$ cat config.mk
export PLATFORM = sky130hd
export DESIGN_NAME = alu_flags
export DESIGN_NICKNAME = d
export VERILOG_FILES = /design/src/rtl/alu_flags.sv
export SDC_FILE = /design/constraint.sdc
export NUM_CORES = 1
export LEC_CHECK = 0
export CORE_ASPECT_RATIO = 1.75
export CORE_MARGIN = 2
export CORE_UTILIZATION = 37
export CTS_BUF_LIST = sky130_fd_sc_hd__clkbuf_4
export CTS_CLUSTER_DIAMETER = 200
export DETAILED_ROUTE_END_ITERATION = 8
export GPL_TIMING_DRIVEN = 0
export PLACE_DENSITY = 0.84
export SYNTH_ARGS = -nofsm -noshare
export SYNTH_HDL_FRONTEND = slang
export SYNTH_SLANG_ARGS = --single-unit
$ cat constraint.sdc
create_clock -name CLK2 -period 1.3 [get_ports CLK2]
set_input_delay 0.26 -clock CLK2 [delete_from_list [all_inputs] [get_ports CLK2]]
set_output_delay 0.26 -clock CLK2 [all_outputs]
set_load 0.03 [all_outputs]
$ cat src/rtl/alu_flags.sv
`default_nettype none
// ============================================================================
//  Module   : alu_flags
//  Brief    : SM83 flag register (Z N H C) downstream of the ALU, two-pass
//             16-bit add sequencer, result register and branch conditions.
//  Revision : 1.0 - initial release
// ============================================================================
module alu_flags (
    input  logic       CLK2,
    input  logic       RESET,
    input  logic       op_valid,
    input  logic [3:0] op_class,
    input  logic       sp_rel,
    input  logic [7:0] res,
    input  logic       cy3,
    input  logic       cy7,
    input  logic       f_load_en,
    input  logic [7:0] f_load,
    input  logic [1:0] cc_sel,
    output logic [7:0] F,
    output logic       carry_in,
    output logic       cc_true,
    output logic [7:0] res_q,
    output logic       res_valid,
    output logic       busy16
);

    localparam logic [3:0] c_OP_NOP     = 4'd0;
    localparam logic [3:0] c_OP_ADD     = 4'd1;
    localparam logic [3:0] c_OP_SUB     = 4'd2;
    localparam logic [3:0] c_OP_AND     = 4'd3;
    localparam logic [3:0] c_OP_OR      = 4'd4;
    localparam logic [3:0] c_OP_INC     = 4'd5;
    localparam logic [3:0] c_OP_DEC     = 4'd6;
    localparam logic [3:0] c_OP_ROTA    = 4'd7;
    localparam logic [3:0] c_OP_CB      = 4'd8;
    localparam logic [3:0] c_OP_BIT     = 4'd9;
    localparam logic [3:0] c_OP_DAA     = 4'd10;
    localparam logic [3:0] c_OP_CPL     = 4'd11;
    localparam logic [3:0] c_OP_SCF     = 4'd12;
    localparam logic [3:0] c_OP_CCF     = 4'd13;
    localparam logic [3:0] c_OP_ADD16LO = 4'd14;
    localparam logic [3:0] c_OP_ADD16HI = 4'd15;

    localparam logic [0:0] c_ST_IDLE       = 1'b0;
    localparam logic [0:0] c_ST_HI_PENDING = 1'b1;

    localparam logic [1:0] c_CC_NZ = 2'd0;
    localparam logic [1:0] c_CC_Z  = 2'd1;
    localparam logic [1:0] c_CC_NC = 2'd2;

    logic [0:0] r_state;
    logic [0:0] w_state_nxt;
    logic       r_wc;
    logic       w_wc_nxt;
    logic       r_z, r_n, r_h, r_c;
    logic       w_z_nxt, w_n_nxt, w_h_nxt, w_c_nxt;
    logic       w_zero;
    logic       w_op_take;
    logic [7:0] r_res_q;
    logic       r_res_valid;
    logic       w_unused_f_load_low;

    // Low nibble of a popped F is hardwired to zero in the flag register.
    assign w_unused_f_load_low = &{1'b0, f_load[3:0]};

    // A simultaneous POP AF wins and the ALU op is dropped entirely.
    assign w_op_take = op_valid & ~f_load_en;
    assign w_zero    = (res == 8'h00);

    // Flag update rules; unlisted flags hold.
    always_comb begin
        w_z_nxt = r_z;
        w_n_nxt = r_n;
        w_h_nxt = r_h;
        w_c_nxt = r_c;
        case (op_class)
            c_OP_NOP: ;
            c_OP_ADD: begin
                w_z_nxt = w_zero & ~sp_rel;
                w_n_nxt = 1'b0;
                w_h_nxt = cy3;
                w_c_nxt = cy7;
            end
            c_OP_SUB: begin
                w_z_nxt = w_zero;
                w_n_nxt = 1'b1;
                w_h_nxt = cy3;
                w_c_nxt = cy7;
            end
            c_OP_AND: begin
                w_z_nxt = w_zero;
                w_n_nxt = 1'b0;
                w_h_nxt = 1'b1;
                w_c_nxt = 1'b0;
            end
            c_OP_OR: begin
                w_z_nxt = w_zero;
                w_n_nxt = 1'b0;
                w_h_nxt = 1'b0;
                w_c_nxt = 1'b0;
            end
            c_OP_INC: begin
                w_z_nxt = w_zero;
                w_n_nxt = 1'b0;
                w_h_nxt = cy3;
            end
            c_OP_DEC: begin
                w_z_nxt = w_zero;
                w_n_nxt = 1'b1;
                w_h_nxt = cy3;
            end
            c_OP_ROTA: begin
                w_z_nxt = 1'b0;
                w_n_nxt = 1'b0;
                w_h_nxt = 1'b0;
                w_c_nxt = cy7;
            end
            c_OP_CB: begin
                w_z_nxt = w_zero;
                w_n_nxt = 1'b0;
                w_h_nxt = 1'b0;
                w_c_nxt = cy7;
            end
            c_OP_BIT: begin
                w_z_nxt = w_zero;
                w_n_nxt = 1'b0;
                w_h_nxt = 1'b1;
            end
            c_OP_DAA: begin
                w_z_nxt = w_zero;
                w_h_nxt = 1'b0;
                w_c_nxt = r_c | cy7;
            end
            c_OP_CPL: begin
                w_n_nxt = 1'b1;
                w_h_nxt = 1'b1;
            end
            c_OP_SCF: begin
                w_n_nxt = 1'b0;
                w_h_nxt = 1'b0;
                w_c_nxt = 1'b1;
            end
            c_OP_CCF: begin
                w_n_nxt = 1'b0;
                w_h_nxt = 1'b0;
                w_c_nxt = ~r_c;
            end
            c_OP_ADD16LO: ;
            c_OP_ADD16HI: begin
                w_n_nxt = 1'b0;
                w_h_nxt = cy3;
                w_c_nxt = cy7;
            end
            default: ;
        endcase
    end

    // Next-state: only a low pass parks the sequencer; anything else drops wc.
    always_comb begin
        w_state_nxt = r_state;
        w_wc_nxt    = r_wc;
        if (f_load_en) begin
            w_state_nxt = c_ST_IDLE;
            w_wc_nxt    = 1'b0;
        end else if (op_valid) begin
            if (op_class == c_OP_ADD16LO) begin
                w_state_nxt = c_ST_HI_PENDING;
                w_wc_nxt    = cy7;
            end else begin
                w_state_nxt = c_ST_IDLE;
                w_wc_nxt    = 1'b0;
            end
        end
    end

    always_ff @(posedge CLK2) begin
        if (RESET) begin
            r_state     <= c_ST_IDLE;
            r_wc        <= 1'b0;
            r_z         <= 1'b0;
            r_n         <= 1'b0;
            r_h         <= 1'b0;
            r_c         <= 1'b0;
            r_res_q     <= 8'h00;
            r_res_valid <= 1'b0;
        end else begin
            r_state     <= w_state_nxt;
            r_wc        <= w_wc_nxt;
            r_res_valid <= w_op_take;
            if (f_load_en) begin
                r_z <= f_load[7];
                r_n <= f_load[6];
                r_h <= f_load[5];
                r_c <= f_load[4];
            end else if (op_valid) begin
                r_z     <= w_z_nxt;
                r_n     <= w_n_nxt;
                r_h     <= w_h_nxt;
                r_c     <= w_c_nxt;
                r_res_q <= res;
            end
        end
    end

    // An orphan high pass in IDLE must not inherit F.C as its carry.
    always_comb begin
        if (r_state == c_ST_HI_PENDING)
            carry_in = r_wc;
        else if (op_valid && (op_class == c_OP_ADD16HI))
            carry_in = 1'b0;
        else
            carry_in = r_c;
    end

    always_comb begin
        case (cc_sel)
            c_CC_NZ: cc_true = ~r_z;
            c_CC_Z:  cc_true = r_z;
            c_CC_NC: cc_true = ~r_c;
            default: cc_true = r_c;
        endcase
    end

    assign F         = {r_z, r_n, r_h, r_c, 4'b0000};
    assign res_q     = r_res_q;
    assign res_valid = r_res_valid;
    assign busy16    = (r_state == c_ST_HI_PENDING);

endmodule
`default_nettype wire

==> results.sh <==
export IMPL_fp_dieH_um=71.46
export IMPL_maxSlewViolCount=0
export IMPL_dp_slack_ns=-1.040
export IMPL_cp_arrival_ns=1.17
export IMPL_gp_congestion=0.8149
export IMPL_cts_tree="done"
export IMPL_grt_pass1_vias=1080
export IMPL_status="complete, but fails checks"
export IMPL_viasPerCell=5.428
export IMPL_rsz0062_at_grt="yes"
export IMPL_dp_hpwl_um=2227
export IMPL_failed_checks="setup timing"
export IMPL_fmax_ghz=0.6979
export IMPL_path_max_fanout=5
export IMPL_worst_slack_ns=-0.1329
export IMPL_yosysSeqAreaShare_pct=31.21
export IMPL_ys_seq_elements=15
export IMPL_fin_crit_sh_pct=110.2
export IMPL_clk_pin_slew_ns=0.09
export IMPL_critPathLaunch="r_c$_SDFFE_PP0P_"
export IMPL_numCtsBuffers=3
export IMPL_grt_ovfl_total=0
export IMPL_htreeDepth=1
export IMPL_final_nets=205
export IMPL_setup_violations=2
export IMPL_syn_area_um2=962.2
export IMPL_drc=0
export IMPL_maxCapViolCount=0
export IMPL_ys_warn_count=0
export IMPL_core_um2=2492
export IMPL_pin_count=49
export IMPL_drive_above_1_share_pct=29.14
export IMPL_nFillCells=224
export IMPL_syn_avg_cell_area_um2=7.459
export IMPL_p_leak_nw=0.5990
export IMPL_ctsHoldBuffers=0
export IMPL_cp_data_required_time_ns=1.04
export IMPL_grtUsageTotal_pct=18.83
export IMPL_synth_area_top_cells="dfxtp_1, nand2_1, a21oi_1"
export IMPL_antenna_cells=0
export IMPL_ir_drop_mv=0.7061
export IMPL_timing_setup_tns_ns=-0.1421
export IMPL_rrSetupSlack_ns=0.28
export IMPL_layout_common_cells="nand2_1, clkdlybuf4s50_1, a21oi_1, buf_4, dfxtp_1"
export IMPL_clockBufferDepth=2
export IMPL_critPathLaunchType="flip-flop"
export IMPL_start_util_pct=38.60
export IMPL_drt_pass1_iter_count=4
export IMPL_dpl_cell_area_um2=1381
export IMPL_worst_setup_path_type="reg2out"
export IMPL_reg2reg_to="r_c$_SDFFE_PP0P_"
export IMPL_antenna_found_initial=0
export IMPL_r2r_start="r_c$_SDFFE_PP0P_"
export IMPL_synth_largest_area_cell="dfxtp_1"
export IMPL_synth_top_cell_area_share_pct=31.21
export IMPL_finalHoldViolCount=0
export IMPL_grt_pass1_wl_um=4388
export IMPL_grt_max_degree=11
export IMPL_wl_um=2874
export IMPL_worstSkewPairLatency_ns=0.29
export IMPL_period_minus_slack_ns=1.433
export IMPL_rows=24
export IMPL_drtAntennaViolNets=0
export IMPL_vias=1091
export IMPL_end_kind="primary output"
export IMPL_fin_skew_ns=0
export IMPL_synth_cell_types=38
export IMPL_die_w_um=42.55
export IMPL_drtIter0Drc=39
export IMPL_p_per_area_nw_per_um2=832.2
export IMPL_cts_sinks=15
export IMPL_final_common_cell="nand2_1"
export IMPL_final_cell_area_um2=1421
export IMPL_cts_root_buffer="clkbuf_4"
export IMPL_placement_io_buffers=36
export IMPL_endpoint="cc_true"
export IMPL_ff2ff_path_depth=5
export IMPL_die_area_um2=3041
export IMPL_area_growth_pct=47.72
export IMPL_syn_inst=129
export IMPL_hp_class="in2reg"
export IMPL_wl_per_cell_um=14.30
layout make-up:
type	instances	area, µm²	area share [%]
multi-input cells	96	570.5	40.14
clock buffers	4	30.03	2.113
inverters	4	15.01	1.056
repair buffers	40	346.6	24.38
plain buffers	16	120.1	8.451
well taps	26	32.53	2.289
flip-flops and latches	15	306.5	21.57
kinds of logic after synthesis:
kind of cell              synth area share [%]
and+or+nand+nor                          22.76
AOI/OAI and AO/OA                        28.48
buffers and inverters                    13.26
DFF                                      31.21
xor gates and xnor gates                 1.821
muxes                                    2.081
other                                   0.3897
power breakdown:
group	total, W	leakage (nW)	internal (W)	switching (W)
Clock	0.000295	0.0184	0.000140	0.000154
Combinational	0.000391	0.456	0.000176	0.000214
Sequential	0.000497	0.124	0.000482	0.0000159
Total	0.00118	0.599	0.000798	0.000384
worst min-delay path by stage:
| stage | start | to | slack (ns) | depth (start not counted) |
|---|---|---|---|---|
| global route | f_load_en | busy16$_SDFFE_PP0P_ | 0.29 | 2 |
| CTS | f_load_en | busy16$_SDFFE_PP0P_ | 0.28 | 2 |
| detailed placement | res_q[7]$_SDFFE_PP0P_ | res_q[7]$_SDFFE_PP0P_ | 0.45 | 2 |
| floorplan | RESET | r_wc$_SDFFE_PP0P_ | 0.34 | 1 |
| global placement | res_q[1]$_SDFFE_PP0P_ | res_q[1]$_SDFFE_PP0P_ | 0.44 | 2 |
| finish | f_load_en | busy16$_SDFFE_PP0P_ | 0.29 | 2 |
worst max-delay path: stages, from the launching register on:
cell and delay (ns):
dfxtp_4 0.37, mux2i_1 0.16, xor2_1 0.17, buf_4 0.18
metal layers:
| layer | part of all wire (%) | track usage, % | up-vias |
|---|---|---|---|
| li1 | - | - | 538 |
| met4 | 3.6 | 13.19 | 0 |
| met5 | 0 | 0 | - |
| met2 | 56 | 37.26 | 42 |
| met3 | 5.8 | 3.526 | 12 |
| met1 | 34 | 15.59 | 499 |
cells in the mapped netlist:
library cell   n
a21oi_1       15
nor3_1         6
o21bai_1       2
o21ai_2        1
buf_4          9
mux2i_1        2
conb_1         1
xor2_1         2
nand3b_1       1
a211oi_1       1
and2_1         1
o21ba_2        1
nand2_1       23
nand2b_1       2
or3_4          1
o21ai_0        5
nand3_1        2
nor4_1         3
inv_1          4
clkbuf_1       1
o221ai_1       1
nor2_2         1
a31oi_1        4
a21o_1         1
buf_6          1
buf_2          6
o311ai_0       1
o21ai_1        1
a22oi_1        1
nor2_1         6
a211o_1        1
nor3b_1        1
o2111ai_1      2
o32ai_1        1
o221ai_2       1
o211a_1        1
dfxtp_1       15
a21bo_2        1
per-stage QoR:
step                      cells  hold WS, ns  power [W]  utilization [%]
after floorplan             132       0.3368  0.0007368                -
after global placement      194       0.4427  0.0008893            55.42
after detailed placement    194       0.4510  0.0008978            55.42
after CTS                   198       0.2792   0.001174            56.73
after global routing        201       0.2929   0.001235            57.03
final                       201       0.2864   0.001183            57.03
sequential cells by signal (all words and copies together), names as in the netlist:
register,count
res_valid,1
r_n,1
res_q,8
busy16,1
r_z,1
r_wc,1
r_c,1
r_h,1
repair_timing:
item | 4_1_cts | 5_1_grt
cloned | 0 | 0
endpoints found under the hold margin | 0 | 0
endpoints found under the setup margin | 22 | 12
gates resized for setup | 60 | 23
pin swaps | 2 | 3
setup buffers | 0 | 4
Power figures use the tool's default switching activity.
